$ cat config.mk
export PLATFORM = sky130hd
export DESIGN_NAME = uart_rx_fifo_flat
export DESIGN_NICKNAME = d
export VERILOG_FILES = /design/src/rtl/uart_rx_fifo_pkg.sv /design/src/rtl/uart_rx_fifo_if.sv /design/src/rtl/uart_rx_fifo_sync_fifo.sv /design/src/rtl/uart_rx_fifo.sv /design/src/flat_wrapper.sv
export SDC_FILE = /design/constraint.sdc
export NUM_CORES = 1
export LEC_CHECK = 0
export BUFFER_PORTS_ARGS = -buffer_cell sky130_fd_sc_hd__buf_2
export CAP_MARGIN = 25
export CORE_MARGIN = 3
export CORE_UTILIZATION = 60
export CTS_BUF_LIST = sky130_fd_sc_hd__clkbuf_16
export CTS_CLUSTER_SIZE = 20
export DETAILED_ROUTE_END_ITERATION = 6
export PLACE_DENSITY_LB_ADDON = 0.1
export SYNTH_ARGS = -nofsm -noshare
export SYNTH_HDL_FRONTEND = slang
export SYNTH_SLANG_ARGS = --single-unit
$ cat constraint.sdc
create_clock -name clk -period 3.8 [get_ports clk]
set_input_delay 0.57 -clock clk [delete_from_list [all_inputs] [get_ports clk]]
set_output_delay 0.57 -clock clk [all_outputs]
set_load 0.05 [all_outputs]
$ cat src/rtl/uart_rx_fifo_pkg.sv
// Shared definitions for the UART receive path: character geometry, oversampling
// constants and the deframer state encoding.
package uart_rx_fifo_pkg;

  localparam int UART_DW    = 8;
  localparam int OS_RATE    = 16;
  localparam int SAMPLE_MID = 7;
  localparam int SC_W       = $clog2(OS_RATE);
  localparam int BIT_W      = $clog2(UART_DW);

  typedef enum logic [1:0] {
    ST_IDLE  = 2'd0,
    ST_START = 2'd1,
    ST_DATA  = 2'd2,
    ST_STOP  = 2'd3
  } rx_state_e;

endpackage

$ cat src/rtl/uart_rx_fifo_if.sv
// Register-side view of the UART receiver: FIFO pop, head byte, fill level,
// sticky error flags and the interrupt level.
interface uart_rx_fifo_if
  import uart_rx_fifo_pkg::*;
#(
  parameter int FIFO_DEPTH = 8
) ();

  localparam int CW = $clog2(FIFO_DEPTH) + 1;

  logic               rd_en_i;
  logic [UART_DW-1:0] rd_data_o;
  logic               rx_valid_o;
  logic [CW-1:0]      fifo_count_o;
  logic               overrun_o;
  logic               frame_err_o;
  logic               clr_err_i;
  logic               rx_int_o;

  modport master (
    output rd_en_i, clr_err_i,
    input  rd_data_o, rx_valid_o, fifo_count_o, overrun_o, frame_err_o, rx_int_o
  );

  modport slave (
    input  rd_en_i, clr_err_i,
    output rd_data_o, rx_valid_o, fifo_count_o, overrun_o, frame_err_o, rx_int_o
  );

endinterface

$ cat src/rtl/uart_rx_fifo_sync_fifo.sv
// Single-clock circular FIFO with show-ahead output; a pop and a push in the same
// cycle are both honoured when full, and a pop is ignored when empty.
module sync_fifo #(
  parameter int DW    = 8,
  parameter int DEPTH = 8
) (
  input  logic                       clk,
  input  logic                       rst,
  input  logic                       push,
  input  logic                       pop,
  input  logic [DW-1:0]              din,
  output logic [DW-1:0]              dout,
  output logic [$clog2(DEPTH):0]     count,
  output logic                       full,
  output logic                       empty
);

  localparam int AW = $clog2(DEPTH);
  localparam int CW = AW + 1;

  logic [DW-1:0] mem [DEPTH];
  logic [AW-1:0] wr_ptr_reg;
  logic [AW-1:0] rd_ptr_reg;
  logic [CW-1:0] count_reg;
  logic [CW-1:0] count_next;
  logic          push_eff;
  logic          pop_eff;

  assign empty    = (count_reg == '0);
  assign full     = (count_reg == CW'(DEPTH));
  assign pop_eff  = pop & ~empty;
  assign push_eff = push & (~full | pop_eff);

  always_comb begin
    count_next = count_reg;
    case ({push_eff, pop_eff})
      2'b10:   count_next = count_reg + 1'b1;
      2'b01:   count_next = count_reg - 1'b1;
      default: count_next = count_reg;
    endcase
  end

  always_ff @(posedge clk) begin
    if (rst) begin
      wr_ptr_reg <= '0;
      rd_ptr_reg <= '0;
      count_reg  <= '0;
    end else begin
      if (push_eff) wr_ptr_reg <= wr_ptr_reg + 1'b1;
      if (pop_eff)  rd_ptr_reg <= rd_ptr_reg + 1'b1;
      count_reg <= count_next;
    end
  end

  // Storage is not reset; the output is forced to zero while nothing valid is held.
  always_ff @(posedge clk) begin
    if (push_eff) mem[wr_ptr_reg] <= din;
  end

  assign dout  = empty ? '0 : mem[rd_ptr_reg];
  assign count = count_reg;

endmodule

$ cat src/rtl/uart_rx_fifo.sv
// 8N1 UART receiver with 16x oversampling, input synchronizer, receive FIFO,
// sticky overrun/framing flags and a level interrupt.
module uart_rx_fifo
  import uart_rx_fifo_pkg::*;
#(
  parameter int OS_DIV     = 27,
  parameter int FIFO_DEPTH = 8
) (
  input  logic           clk,
  input  logic           rst,
  input  logic           uart_in,
  uart_rx_fifo_if.slave  bus
);

  localparam int CW    = $clog2(FIFO_DEPTH) + 1;
  localparam int DIV_W = (OS_DIV > 1) ? $clog2(OS_DIV) : 1;

  logic               rx_meta_reg;
  logic               rxs_reg;
  logic [DIV_W-1:0]   div_cnt_reg;
  logic               tick;
  logic               armed_reg;
  rx_state_e          state_reg, state_next;
  logic [SC_W-1:0]    sc_reg, sc_next;
  logic [BIT_W-1:0]   bit_reg, bit_next;
  logic [UART_DW-1:0] shreg_reg, shreg_next;
  logic               push;
  logic               frame_err_set;
  logic               overrun_set;
  logic               pop;
  logic               overrun_reg;
  logic               frame_err_reg;
  logic               fifo_full;
  logic               fifo_empty;
  logic [CW-1:0]      fifo_count;
  logic [UART_DW-1:0] fifo_dout;

  assign tick = (div_cnt_reg == DIV_W'(OS_DIV - 1));

  // Synchronizer, oversample divider and the arm latch that skips a frame already
  // in progress when reset drops (the line must be seen idle on a tick first).
  always_ff @(posedge clk) begin
    if (rst) begin
      rx_meta_reg <= 1'b1;
      rxs_reg     <= 1'b1;
      div_cnt_reg <= '0;
      armed_reg   <= 1'b0;
    end else begin
      rx_meta_reg <= uart_in;
      rxs_reg     <= rx_meta_reg;
      div_cnt_reg <= tick ? '0 : div_cnt_reg + 1'b1;
      armed_reg   <= armed_reg | (tick & rxs_reg);
    end
  end

  always_ff @(posedge clk) begin
    if (rst) begin
      state_reg <= ST_IDLE;
      sc_reg    <= '0;
      bit_reg   <= '0;
      shreg_reg <= '0;
    end else begin
      state_reg <= state_next;
      sc_reg    <= sc_next;
      bit_reg   <= bit_next;
      shreg_reg <= shreg_next;
    end
  end

  // Start is confirmed half a bit after the falling edge; every later sample is a
  // full bit period on, which lands each one at its bit midpoint.
  always_comb begin
    state_next    = state_reg;
    sc_next       = sc_reg;
    bit_next      = bit_reg;
    shreg_next    = shreg_reg;
    push          = 1'b0;
    frame_err_set = 1'b0;
    if (tick) begin
      unique case (state_reg)
        ST_IDLE: begin
          if (armed_reg && !rxs_reg) begin
            state_next = ST_START;
            sc_next    = '0;
          end
        end
        ST_START: begin
          if (sc_reg == SC_W'(SAMPLE_MID)) begin
            sc_next    = '0;
            bit_next   = '0;
            state_next = rxs_reg ? ST_IDLE : ST_DATA;
          end else begin
            sc_next = sc_reg + 1'b1;
          end
        end
        ST_DATA: begin
          if (sc_reg == SC_W'(OS_RATE - 1)) begin
            sc_next    = '0;
            shreg_next = {rxs_reg, shreg_reg[UART_DW-1:1]};
            if (bit_reg == BIT_W'(UART_DW - 1)) state_next = ST_STOP;
            else                                bit_next   = bit_reg + 1'b1;
          end else begin
            sc_next = sc_reg + 1'b1;
          end
        end
        ST_STOP: begin
          if (sc_reg == SC_W'(OS_RATE - 1)) begin
            sc_next       = '0;
            push          = rxs_reg;
            frame_err_set = ~rxs_reg;
            state_next    = ST_IDLE;
          end else begin
            sc_next = sc_reg + 1'b1;
          end
        end
        default: state_next = ST_IDLE;
      endcase
    end
  end

  sync_fifo #(
    .DW    (UART_DW),
    .DEPTH (FIFO_DEPTH)
  ) u_fifo (
    .clk   (clk),
    .rst   (rst),
    .push  (push),
    .pop   (bus.rd_en_i),
    .din   (shreg_reg),
    .dout  (fifo_dout),
    .count (fifo_count),
    .full  (fifo_full),
    .empty (fifo_empty)
  );

  // A simultaneous pop makes room, so only an unmatched push into a full FIFO drops.
  assign pop         = bus.rd_en_i & ~fifo_empty;
  assign overrun_set = push & fifo_full & ~pop;

  always_ff @(posedge clk) begin
    if (rst) begin
      overrun_reg   <= 1'b0;
      frame_err_reg <= 1'b0;
    end else begin
      overrun_reg   <= overrun_set   | (overrun_reg   & ~bus.clr_err_i);
      frame_err_reg <= frame_err_set | (frame_err_reg & ~bus.clr_err_i);
    end
  end

  assign bus.rd_data_o    = fifo_dout;
  assign bus.rx_valid_o   = ~fifo_empty;
  assign bus.fifo_count_o = fifo_count;
  assign bus.overrun_o    = overrun_reg;
  assign bus.frame_err_o  = frame_err_reg;
  assign bus.rx_int_o     = ~fifo_empty | overrun_reg | frame_err_reg;

endmodule

$ cat src/flat_wrapper.sv
// flat-port wrapper written by rule: the top's interface ports become plain ports
module uart_rx_fifo_flat import uart_rx_fifo_pkg::*;
#(
  parameter int OS_DIV     = 27,
  parameter int FIFO_DEPTH = 8
)
  (clk, rst, uart_in, bus_rd_en_i, bus_clr_err_i, bus_rd_data_o, bus_rx_valid_o, bus_fifo_count_o, bus_overrun_o, bus_frame_err_o, bus_rx_int_o);
  uart_rx_fifo_if #(.FIFO_DEPTH(FIFO_DEPTH)) bus_i ();
  input  logic clk;
  input  logic rst;
  input  logic uart_in;
  input wire logic [$bits(bus_i.rd_en_i)-1:0] bus_rd_en_i;
  input wire logic [$bits(bus_i.clr_err_i)-1:0] bus_clr_err_i;
  output wire logic [$bits(bus_i.rd_data_o)-1:0] bus_rd_data_o;
  output wire logic [$bits(bus_i.rx_valid_o)-1:0] bus_rx_valid_o;
  output wire logic [$bits(bus_i.fifo_count_o)-1:0] bus_fifo_count_o;
  output wire logic [$bits(bus_i.overrun_o)-1:0] bus_overrun_o;
  output wire logic [$bits(bus_i.frame_err_o)-1:0] bus_frame_err_o;
  output wire logic [$bits(bus_i.rx_int_o)-1:0] bus_rx_int_o;
  assign bus_i.rd_en_i = bus_rd_en_i;
  assign bus_i.clr_err_i = bus_clr_err_i;
  assign bus_rd_data_o = bus_i.rd_data_o;
  assign bus_rx_valid_o = bus_i.rx_valid_o;
  assign bus_fifo_count_o = bus_i.fifo_count_o;
  assign bus_overrun_o = bus_i.overrun_o;
  assign bus_frame_err_o = bus_i.frame_err_o;
  assign bus_rx_int_o = bus_i.rx_int_o;
  uart_rx_fifo #(.OS_DIV(OS_DIV), .FIFO_DEPTH(FIFO_DEPTH)) u_core (.clk(clk), .rst(rst), .uart_in(uart_in), .bus(bus_i));
endmodule
==> metrics <==
Overflow after GRT=0; post-route ant nets=0; combinational share of power=12.8%; Pwr per Cell Area=484 nW/µm²; clock tree sinks=104; CP Launch Type=flip-flop; Final Setup Violations=0; Clock Power Share=35.5%; Least-Margin Pin Slew=0.851 ns; Netlist Area Pre-Place=4390 µm²; Final Cycle Share=70.5%; Clk Latency, worst-skew pair=0.33 ns; DR vias=2493; HPWL Detailed=4.75 mm; Pre-Repair DR Iteration Count=4; Yosys reg bits=104; post-CTS resize count=0; Area Growth Syn to Fin=10.3%; Crit path buffers/inverters=2; H-tree Lvls=3; total leakage power=1.73 nW; Worst setup EP type=output pin; DP Area=4570 µm²; antenna violations before repair=0; CP required=3.23 ns; first-pass GRT wire length=12.6 mm; Yosys top cell by area=edfxtp_1; vias in the first global route=2458; Max Slew Vio Count=0; Internal=1.74 mW; die width=91.6 µm; # hold bufs at CTS=0; WL/cell=17.0 µm; Cells after Synth=318; syn_area_per_cell=13.8 µm²; library cells used by synthesis=50; Clk pin slew, worst setup/hold paths=0.07 ns; CP max FO=9; Fin Clk Skew=0.00881 ns; TritonCTS clock tree=done; final wirelength=7.47 mm; Slew Limit Headroom=43.0%; Top FF cell, synth=edfxtp_1; die footprint=8380 µm²; core area=6940 µm²; Switch Pwr=605 µW; Seq/Total Area, Yosys=62.0%; I/O pin cnt=21; worst setup path category=reg -> out; CP Cell Sequence=nor4_4 -> inv_2 -> or3_1 -> buf_2; Mapped Nets=331; largest cells by area after synthesis=edfxtp_1 44%, dfxtp_1 18%, mux4_2 8.2%; sequential power share=51.7%; delay of the slowest cell on the worst path=0.70 ns; Post-synth ARST share=0%; maxcap violations=0; layout cell share with drive strength beyond 1=19.2%; DIE HEIGHT=91.6 µm; most frequent cell after synthesis=edfxtp_1; Post-synth EDFFs=64; final instance area=4850 µm²; critical path's top delay family=simple AND/OR/NAND/NOR gates; largest net degree at the start of global routing=40; list of most frequent post-synthesis cells=64 x edfxtp_1, 40 x dfxtp_1, 39 x nor2_1; status=finished, final reports clean; DR vias/cell=5.67; Critical-path top delay cell=nor4_4; Final TNS setup=0 ns; DRC Markers=0; GR Util All Layers=19.5%; Final Hold Viols=0; Switching Fraction=25.8%; Syn. warnings=0; post-route minimum period=2.68 ns; placement row count=30; Synth top area share=43.7%; max reg flops=64; RSZ-0062 raised after global routing=no; ant diodes=0; Initial DRC Count=130; clk buf depth=2; clk root buf=clkbuf_16; IO buf count=20; Hold Path Class=reg -> reg; Critical Path AT=2.11 ns; VDD IR max=0.382 mV; post-CTS setup buffers=0; nets=352; Num CTS Buffers=9; Peak Freq=0.373 GHz; fill count=503; GP Congestion=0.801; Initial Util=63.3%
-- per-layer routing --
metal / routed length [µm] / vias up / global-route usage, %
li1: - / 1237 / -
met4: 35 / 0 / 7.04
met3: 320 / 2 / 3.07
met2: 3770 / 49 / 32.5
met1: 3340 / 1205 / 25.9
met5: 0 / - / 0
-- through the flow --
step | setup slack [ns] | total power, mW | util (%) | hold slack, ns | std cells
floorplan | 1.01 | 1.48 | - | 0.389 | 318
global placement | 1.23 | 1.54 | 65.9 | 0.393 | 424
detailed placement | 1.09 | 1.55 | 65.9 | 0.396 | 424
CTS | 1.07 | 2.37 | 69.8 | 0.410 | 440
global route | 0.857 | 2.43 | 69.8 | 0.425 | 440
finish | 1.12 | 2.35 | 69.8 | 0.410 | 440
-- power groups by stage --
| stage | Clock, mW | Sequential, mW | Combinational [mW] |
|---|---|---|---|
| after floorplan | 0 | 1.24 | 0.242 |
| after global placement | 0 | 1.24 | 0.305 |
| after detailed placement | 0 | 1.24 | 0.307 |
| after CTS | 0.848 | 1.21 | 0.308 |
| after global routing | 0.893 | 1.22 | 0.326 |
| final | 0.833 | 1.21 | 0.301 |
-- cell families after synthesis --
| family | Yosys count | synth area share, % |
|---|---|---|
| AND/OR/NAND/NOR | 108 | 14.3 |
| flip-flops | 104 | 62.0 |
| multiplexers | 39 | 13.6 |
| AO/OA/AOI/OAI | 30 | 4.02 |
| buffers and inverters | 22 | 2.45 |
| adder cells (fa/ha/maj) | 8 | 2.28 |
| XOR/XNOR | 7 | 1.40 |
-- final cells by class --
cell class	count	area [µm²]	share of cell area [%]
Sequential cell	104	2720	56.2
Multi-Input combinational cell	192	1560	32.2
Clock buffer	9	225	4.65
Timing Repair Buffer	26	145	3.00
Tap cell	96	120	2.48
Clock inverter	7	47.5	0.981
Inverter	6	22.5	0.465
-- cells in the final DEF (no fill, tap or decap), types with 7 or more instances in the layout --
master / n
edfxtp_1: 64
nand2_1: 10
o21ai_0: 7
nor3_1: 8
ha_1: 8
mux4_2: 16
nand3_1: 8
a21oi_1: 15
buf_2: 20
dfxtp_1: 40
nor2_1: 39
clkbuf_16: 9
mux2i_1: 19
-- worst register-to-register path: cells and delay by family (launching register included) --
| family | cells | cell delay, ns |
|---|---|---|
| flops | 1 | 0.40 |
| fa+ha+maj | 1 | 0.21 |
| mux | 2 | 0.43 |
| simple gates | 4 | 1.24 |
| xor+xnor | 1 | 0.16 |
| buf+inv | 1 | 0.13 |
-- path summary, 6_finish.rpt --
kind	start	cells after the start	end	slack [ns]
max	u_core.u_fifo.count[0]	4	bus_rx_int_o	1.12
min reg2reg	u_core.rx_meta_reg	1	u_core.rxs_reg	0.41
min	u_core.rx_meta_reg	1	u_core.rxs_reg	0.41
max reg2reg	u_core.u_fifo.count[0]	9	u_core.u_fifo.count[2]	1.13
Note: power is estimated with default switching activity, not from simulation.
